===== src/rtl/jt6295_ctrl_q.sv =====
// Command decoder and phrase-table fetcher for the ADPCM player: CPU byte writes become
// queued start requests and stop bits. Optional ROM banking is enabled with JT6295_BANK_EN.
module jt6295_ctrl_q #(
  parameter int CH  = 4,
  parameter int PHW = 7,
  parameter int AW  = 18,
  parameter int QD  = 2
) (
  input  logic           clk,
  input  logic           rst,
  input  logic           cen4,
  input  logic           wrn,
  input  logic [7:0]     din,
`ifdef JT6295_BANK_EN
  input  logic [3:0]     bank,
  output logic [PHW+6:0] rom_addr,
`else
  output logic [PHW+2:0] rom_addr,
`endif
  input  logic [7:0]     rom_data,
  input  logic           rom_ok,
  output logic [AW-1:0]  start_addr,
  output logic [AW-1:0]  stop_addr,
  output logic [3:0]     att,
  output logic [CH-1:0]  start,
  output logic [CH-1:0]  stop,
  input  logic [CH-1:0]  busy,
  input  logic [CH-1:0]  ack,
  output logic           qfull,
  output logic           ovf
);

  localparam int NG = CH / 4;
  localparam int QW = (QD > 1) ? $clog2(QD) : 1;
  localparam int RW = $bits(rom_addr);
  localparam logic [QW:0] QDV = (QW+1)'(QD);
`ifdef JT6295_BANK_EN
  localparam int AB = AW - 4;  // top four address bits come from the bank
`else
  localparam int AB = AW;
`endif

  typedef struct packed {
    logic [PHW-1:0] phrase;
    logic [CH-1:0]  mask;
    logic [3:0]     att;
`ifdef JT6295_BANK_EN
    logic [3:0]     bank;
`endif
  } entry_t;

  typedef enum logic [1:0] {IDLE, READ, LOAD, HOLD} state_t;

  function automatic logic [CH-1:0] expand(input logic [3:0] nib, input logic [2:0] g);
    logic [CH-1:0] r;
    r = '0;
    for (int i = 0; i < CH; i++)
      if (i / 4 == int'(g)) r[i] = nib[i % 4];
    return r;
  endfunction

  function automatic logic [RW-1:0] rom_a(input entry_t e, input logic [2:0] i);
`ifdef JT6295_BANK_EN
    return {e.bank, e.phrase, i};
`else
    return {e.phrase, i};
`endif
  endfunction

  // ---------------- CPU byte decoder ----------------
  logic           wrn_l, cmd, pend_v;
  logic [PHW-1:0] phrase_r, pend_phrase;
  logic [2:0]     grp;
  logic [CH-1:0]  pend_mask, stop_set, stop_nxt;
  logic [3:0]     pend_att;
  logic           wr_ev;

  assign wr_ev = ~wrn & wrn_l;

  always_ff @(posedge clk or posedge rst) begin
    if (rst) begin
      wrn_l       <= 1'b1;
      cmd         <= 1'b0;
      phrase_r    <= '0;
      grp         <= '0;
      pend_v      <= 1'b0;
      pend_phrase <= '0;
      pend_mask   <= '0;
      pend_att    <= '0;
    end else begin
      // NOTE: state registers use non-blocking assignments so every block samples pre-edge values.
      wrn_l  <= wrn;
      pend_v <= 1'b0;
      if (wr_ev) begin
        if (cmd) begin
          cmd         <= 1'b0;
          pend_v      <= 1'b1;
          pend_phrase <= phrase_r;
          pend_mask   <= expand(din[7:4], grp);
          pend_att    <= din[3:0];
        end else if (din[7]) begin
          phrase_r <= PHW'(din[6:0]);
          cmd      <= 1'b1;
        end else if (din[6:3] == 4'd0) begin
          grp <= 3'(din[2:0] % NG);
        end
      end
    end
  end

  // A stop write is applied last so it wins over the cen4 retire in the same cycle
  always_comb begin
    // NOTE: every combinational output gets a default first so no latch is inferred.
    stop_set = '0;
    if (wr_ev && !cmd && !din[7] && din[6:3] != 4'd0) stop_set = expand(din[6:3], grp);
    stop_nxt = stop;
    if (cen4)   stop_nxt = stop_nxt & busy;
    if (pend_v) stop_nxt = stop_nxt & ~pend_mask;
    stop_nxt = stop_nxt | stop_set;
  end

  always_ff @(posedge clk or posedge rst) begin
    if (rst) stop <= '0;
    else     stop <= stop_nxt;
  end

  // ---------------- start-request FIFO ----------------
  entry_t        mem [QD];
  entry_t        push_e, next_e;
  logic [QW-1:0] wp, rp;
  logic [QW:0]   cnt;
  logic          take, pop, bypass, push, drop;
  state_t        state;

  always_comb begin
    push_e        = '0;
    push_e.phrase = pend_phrase;
    push_e.mask   = pend_mask;
    push_e.att    = pend_att;
`ifdef JT6295_BANK_EN
    push_e.bank   = bank;
`endif
  end

  // An empty FIFO hands the pending entry straight to the fetcher
  assign qfull  = (cnt == QDV);
  assign take   = (state == IDLE) && (cnt != '0 || pend_v);
  assign pop    = take && (cnt != '0);
  assign bypass = take && (cnt == '0);
  assign push   = pend_v && !bypass && (!qfull || pop);
  assign drop   = pend_v && qfull && !pop;
  assign next_e = bypass ? push_e : mem[rp];

  // NOTE: the storage array has no reset; emptiness is tracked by cnt, which is reset.
  always_ff @(posedge clk) begin
    if (push) mem[wp] <= push_e;
  end

  always_ff @(posedge clk or posedge rst) begin
    if (rst) begin
      wp  <= '0;
      rp  <= '0;
      cnt <= '0;
      ovf <= 1'b0;
    end else begin
      if (push) wp <= wp + 1'b1;
      if (pop)  rp <= rp + 1'b1;
      cnt <= cnt + (QW+1)'(push) - (QW+1)'(pop);
      if (drop) ovf <= 1'b1;
    end
  end

  // ---------------- phrase-table fetcher ----------------
  entry_t        cur;
  logic [2:0]    idx;
  logic          ign;
  logic [AB-1:0] sbuf, pbuf;
  logic [CH-1:0] start_nxt;

  assign start_nxt = start & ~ack & ~stop;

  always_ff @(posedge clk or posedge rst) begin
    if (rst) begin
      state      <= IDLE;
      cur        <= '0;
      idx        <= '0;
      ign        <= 1'b0;
      rom_addr   <= '0;
      sbuf       <= '0;
      pbuf       <= '0;
      start      <= '0;
      start_addr <= '0;
      stop_addr  <= '0;
      att        <= '0;
    end else begin
      case (state)
        IDLE: if (take) begin
          cur      <= next_e;
          idx      <= '0;
          ign      <= 1'b1;
          rom_addr <= rom_a(next_e, 3'd0);
          state    <= READ;
        end
        READ: begin
          // The byte in the cycle right after an address change is never trusted
          if (ign) ign <= 1'b0;
          else if (rom_ok) begin
            if (idx < 3'd3) sbuf <= {sbuf[AB-9:0], rom_data};
            else            pbuf <= {pbuf[AB-9:0], rom_data};
            if (idx == 3'd5) state <= LOAD;
            else begin
              idx      <= idx + 3'd1;
              ign      <= 1'b1;
              rom_addr <= rom_a(cur, idx + 3'd1);
            end
          end
        end
        LOAD: begin
`ifdef JT6295_BANK_EN
          start_addr <= {cur.bank, sbuf};
          stop_addr  <= {cur.bank, pbuf};
`else
          start_addr <= sbuf;
          stop_addr  <= pbuf;
`endif
          att   <= cur.att;
          start <= cur.mask;
          state <= HOLD;
        end
        HOLD: begin
          start <= start_nxt;
          if (start_nxt == '0) state <= IDLE;
        end
        default: state <= IDLE;
      endcase
    end
  end

endmodule


===== config.mk =====
export PLATFORM = sky130hd
export DESIGN_NAME = jt6295_ctrl_q
export DESIGN_NICKNAME = d
export VERILOG_FILES = /design/src/rtl/jt6295_ctrl_q.sv
export SDC_FILE = /design/constraint.sdc
export NUM_CORES = 1
export LEC_CHECK = 0
export CORE_AREA = 5 5 138 140
export DETAILED_ROUTE_END_ITERATION = 12
export DIE_AREA = 0 0 143 145
export GPL_ROUTABILITY_DRIVEN = 0
export SLEW_MARGIN = 15
export SYNTH_ARGS = -nofsm -noshare
export SYNTH_HDL_FRONTEND = slang
export SYNTH_SLANG_ARGS = --single-unit

===== constraint.sdc =====
create_clock -name clk -period 5.1 [get_ports clk]
set_clock_uncertainty 0.15 [all_clocks]
set_input_delay 0.51 -clock clk [delete_from_list [all_inputs] [get_ports clk]]
set_output_delay 0.51 -clock clk [all_outputs]
set_load 0.03 [all_outputs]

; After elaboration in Yosys (flattened, before gate mapping)
; Memory sizes are Yosys's and may differ from the RTL's.
; Cells that the tools add are included.
[classes]
add_sub_neg = 5
n_mul = 0
div_mod_pow = 0
order_cmp = 1
eq_ne = 11
n_shift = 0
mux = 32
n_bitwise = 13
n_reduce_logical = 32
[op_table]
columns = cell, n
row1 = two-way mux 10 bit, 4
row2 = one-hot mux 10 bit (2 select lines), 1
row3 = bitwise AND 4 bit, 4
row4 = two-way mux 15 bit, 1
row5 = two-way mux 3 bit, 4
row6 = two-way mux 4 bit, 3
row7 = "inequality test 2 bit, second input constant", 6
row8 = NOT 4 bit, 3
row9 = logical AND 1 bit, 10
row10 = two-way mux 1 bit, 10
row11 = two-way mux 2 bit, 5
row12 = AND reduction 5 bit, 2
row13 = one-hot mux 2 bit (4 select lines), 1
row14 = one-hot mux 4 bit (2 select lines), 1
row15 = AND reduction 4 bit, 2
row16 = "equality test 2 bit, second input constant", 3
row17 = one-hot mux 3 bit (2 select lines), 1
row18 = AND reduction 2 bit, 3
row19 = nonzero test 2 bit, 3
row20 = zero test 1 bit, 5
row21 = zero test 2 bit, 2
row22 = zero test 4 bit, 1
row23 = NOT 1 bit, 4
row24 = bitwise OR 4 bit, 1
row25 = other kinds (12), 14
[totals]
ff_bits = 145
latchBits = 0
ram_bits = 30
romBits = 0
in_bits = 29
output_inout_bits = 60
word_cells = 120
memories = 1
[memory_table]
columns = name, words, word_bits, rd, rd_ports_with_merged_regs, wr, line_no
row1 = mem, 2, 15, 1, 0, 1, 128  ; entry_t mem [QD];

; Logic depth before layout (Yosys ltp)
[logic_depth]
depth_word = 9
ltp_mapped = 8

; Worst setup path before layout
; No wires, ideal clock.
[synth_path]
path_kind = reg2reg
startpoint = register state[0]
endpoint = memory mem[1][0] (netlist bit), enable pin
arrival_ns = 1.797
required_ns = 4.564
path_slack_ns = 2.767
path_stages_with_launch = 7
path_buffers = 1
path_cell_list = dfrtp_1 -> inv_1 -> ha_1 -> clkbuf_1 -> xnor2_1 -> o21ai_0 -> nor2_1
[synth_via]
elab_chain_len = 8
word_cells_on_any_way = 10
classes_between = mux: 2 / reduce/logical: 8
[synth_rtl]
columns = item, line_no
row1 = start: declaration, 133  ; state_t state;
row2 = start signal: assignment, 184  ; state <= IDLE;
row3 = start signal: assignment, 202  ; state <= READ;
row4 = start signal: assignment, 210  ; if (idx == 3'd5) state <= LOAD;
row5 = zero test 2 bit (*), 147  ; assign take = (state == IDLE) && (cnt != '0 || pend_v);
row6 = logical AND 1 bit (*), 147
row7 = logical AND 1 bit, 149  ; assign bypass = take && (cnt == '0);
row8 = zero test 1 bit, 150  ; assign push = pend_v && !bypass && (!qfull || pop);
row9 = logical AND 1 bit, 150
row10 = logical AND 1 bit (*), 150
row11 = two-way mux 1 bit (*), 156  ; if (push) mem[wp] <= push_e;
row12 = two-way mux 1 bit (not written as such) (*), 156
row13 = end: declaration, 128
; Every way passes the cells marked *; elsewhere a longest branch is shown, timed or not.

; Worst setup path in the final report
[layout_path]
startpoint = register state[1]
endpoint = register pbuf[17]
[layout_via]
elab_chain_len = 2
[layout_rtl]
columns = item, line_no
row1 = equality test 2 x 1 -> 1 bit, 196  ; case (state)
row2 = AND reduction 4 bit (no line), -
row3 = end signal: assignment, 209  ; else pbuf <= {pbuf[AB-9:0], rom_data};
row4 = end: declaration, 177  ; logic [AB-1:0] sbuf, pbuf;
; No other way between the ends.
; A chain may end at the register's enable or synchronous reset.

==> results.sh <==
export IMPL_status="complete, no violations"
export IMPL_synth_common_cells="141 x dfrtp_1, 103 x mux2_2, 66 x nand2_1"
export IMPL_ioPinCount=89
export IMPL_synth_top_flop_cell="dfrtp_1"
export IMPL_root_buffer="clkbuf_16"
export IMPL_yosys_cell_types_count=40
export IMPL_reg2reg_to="pbuf[17]$_DFFE_PP0P_"
export IMPL_cts_buffer_depth=2
export IMPL_p_sw_share_pct=35.3
export IMPL_min_period_ns=3.08
export IMPL_hold_path_class="flop to flop"
export IMPL_ff2ff_path_depth=5
export IMPL_ir_drop_v=0.000339
export IMPL_portBuffers=88
export IMPL_path_max_fanout=21
export IMPL_synthesis_area_mm2=0.00690
export IMPL_finalHoldViolations=0
export IMPL_setup_viol=0
export IMPL_p_per_area_mw_per_mm2=651
export IMPL_hold_path_end="pend_phrase[3]$_DFFE_PP0P_"
export IMPL_synth_edf_count=30
export IMPL_leakagePower_nw=3.65
export IMPL_max_clock_freq_mhz=324
export IMPL_clock_sinks=172
export IMPL_clk_pin_slew_ns=0.06
export IMPL_dr_pass1_iters=4
export IMPL_vias=4121
export IMPL_grt_pass1_vias=4461
export IMPL_die_area_mm2=0.0207
export IMPL_seqPwrFrac_pct=41.4
export IMPL_area_delta_synth_final_pct=24.0
export IMPL_antenna_found_initial=0
export IMPL_crit_type="flop to flop"
export IMPL_grt_max_degree=104
export IMPL_worst_pin_slew_ns=1.11
export IMPL_grt_ovfl_total=0
export IMPL_antenna_left=0
export IMPL_cp_data_arrival_time_ns=3.23
export IMPL_slew_headroom_pct=25.8
export IMPL_wl_met2_mm=6.56
export IMPL_yosys_top_cells_area="dfrtp_1 51%, mux2_2 17%, edfxtp_1 13%"
export IMPL_cts_tree="done"
export IMPL_drv_cap=0
export IMPL_yosysTopAreaCellShare_pct=51.2
export IMPL_nets=624
export IMPL_p_comb_share_pct=37.1
export IMPL_fp_coreArea_mm2=0.0177
export IMPL_hp_start="phrase_r[3]$_DFFE_PP0P_"
export IMPL_rrSetupSlack_ns=2.02
export IMPL_ctsHtreeMaxLevel=4
export IMPL_wl_met3_um=576
export IMPL_p_switching_mw=1.96
export IMPL_synth_most_common_cell="dfrtp_1"
export IMPL_syn_nets=536
export IMPL_grt_first_pass_wirelength_mm=23.7
export IMPL_hold_depth=2
export IMPL_cts_made_buffers=17
export IMPL_drt_iter0_drc=200
export IMPL_yosysTopAreaCell="dfrtp_1"
export IMPL_final_period_utilization_pct=60.4
export IMPL_p_clk_share_pct=21.5
export IMPL_finalPower_mw=5.57
export IMPL_dpl_hpwl_mm=9.68
export IMPL_clk_latency_ns=0.42
export IMPL_diodes=0
export IMPL_final_util_pct=48.3
export IMPL_r2r_start="state[1]$_DFFE_PP0P_"
export IMPL_rows=49
export IMPL_grt_usage_pct=14.3
export IMPL_worstPathRequired_ns=5.25
export IMPL_ys_ff_latch=172
export IMPL_die_x_um=143
export IMPL_ys_async_sr_fraction_pct=82.6
export IMPL_synth_area_per_cell_um2=13.8
export IMPL_worstSetupEndpointType="flop"
export IMPL_via_per_inst=4.97
export IMPL_start_util_pct=38.9
export IMPL_fillers=1541
export IMPL_die_y_um=145
export IMPL_drc=0
export IMPL_synthCells=500
export IMPL_yosysWarningCount=0
export IMPL_slew_violations=0
export IMPL_wl_per_cell_um=16.8
export IMPL_drive_gt1_share_pct=24.6
export IMPL_wirelength_mm=13.9
export IMPL_rsz0062_at_grt="no"
export IMPL_setup_tns_ns=0
export IMPL_critPathLaunchType="flop"
export IMPL_intPower_mw=3.61
export IMPL_wl_met1_mm=6.62
export IMPL_routed_top_layer="met4"
export IMPL_postCtsHoldBufs=0
export IMPL_synth_seq_area_share_pct=64.6
export IMPL_postCtsResizedCells=0
export IMPL_post_cts_buffers=0
[critical path, cell delays in order, from the launching register on]
cell     delay, ns
dfrtp_1       0.42
inv_1         0.10
ha_1          0.57
inv_1         0.27
nor4b_4       1.03
mux2_2        0.43
[stage by stage]
| step | hold WS (ns) | setup slack (ns) | cell area [um^2] | instances |
|---|---|---|---|---|
| final | 0.323 | 2.02 | 8550 | 830 |
| after global routing | 0.366 | 1.82 | 8550 | 830 |
| after CTS | 0.324 | 1.98 | 8550 | 830 |
| after detailed placement | 0.306 | 2.00 | 8000 | 798 |
| after global placement | 0.300 | 2.14 | 8000 | 798 |
| after floorplan | 0.285 | 0.632 | 6900 | 500 |
[how the worst max path moves through the flow]
stage,startpoint,end,slack [ns],cells after the start
6_report,state[1]$_DFFE_PP0P_,pbuf[17]$_DFFE_PP0P_,2.02,5
3_3_place_gp,state[1]$_DFFE_PP0P_,pbuf[13]$_DFFE_PP0P_,2.14,5
4_1_cts,state[1]$_DFFE_PP0P_,pbuf[17]$_DFFE_PP0P_,1.98,5
3_5_place_dp,state[1]$_DFFE_PP0P_,pbuf[17]$_DFFE_PP0P_,2.00,5
2_1_floorplan,rst,att[0]$_DFFE_PP0P_,0.63,1
5_1_grt,state[1]$_DFFE_PP0P_,pbuf[17]$_DFFE_PP0P_,1.82,5
[power groups by stage]
stage | logic [mW] | clock network [mW] | registers, mW
final | 2.06 | 1.20 | 2.31
after floorplan | 1.08 | 0 | 2.57
after detailed placement | 2.09 | 0 | 2.33
after CTS | 2.10 | 1.23 | 2.31
after global routing | 2.25 | 1.29 | 2.38
after global placement | 2.04 | 0 | 2.30
[routing by layer]
metal / vias to the layer above / GRT usage [%]
met3: 14 / 3.39
met5: - / 0
li1: 1940 / -
met2: 77 / 21.5
met4: 0 / 4.42
met1: 2090 / 20.6
[area by class of cell]
class	instances	area, um^2	share of cell area, %
Sequential cell	172	4460	52.1
Multi-Input combinational cell	297	2320	27.2
Timing Repair Buffer	90	896	10.5
Clock buffer	17	425	4.97
Tap cell	229	287	3.35
Clock inverter	15	123	1.43
Inverter	10	42.5	0.497
[kinds of logic after synthesis]
group	synth area share [%]
compound gates	5.63
fa+ha+maj	1.27
simple gates	7.37
mux	18.8
buf+inv	1.80
xor+xnor	0.508
flops	64.6
[cells in the final DEF, fill, tap and decap left out, drive strengths merged, types with 2 or more instances in the layout]
| master | instances |
|---|---|
| clkbuf | 17 |
| o21ai | 23 |
| a21oi | 15 |
| xnor2 | 4 |
| buf | 2 |
| nor2 | 19 |
| nand2 | 66 |
| nor2b | 7 |
| o22ai | 8 |
| inv | 14 |
| clkinv | 6 |
| ha | 7 |
| dfrtp | 141 |
| nor3b | 6 |
| mux2i | 10 |
| mux2 | 106 |
| a22o | 7 |
| clkinvlp | 4 |
| nand2b | 2 |
| a32o | 2 |
| edfxtp | 30 |
| clkdlybuf4s50 | 88 |
[sequential cells by signal (all words and copies together), names as in the netlist, 2 cells and up]
name / count
stop: 4
start_addr: 18
cur: 15
cnt: 2
stop_addr: 18
mem: 30
pend_phrase: 7
state: 2
phrase_r: 7
sbuf: 18
pend_mask: 4
pbuf: 18
start: 4
pend_att: 4
att: 4
rom_addr: 10
Power figures use the tool's default switching activity.
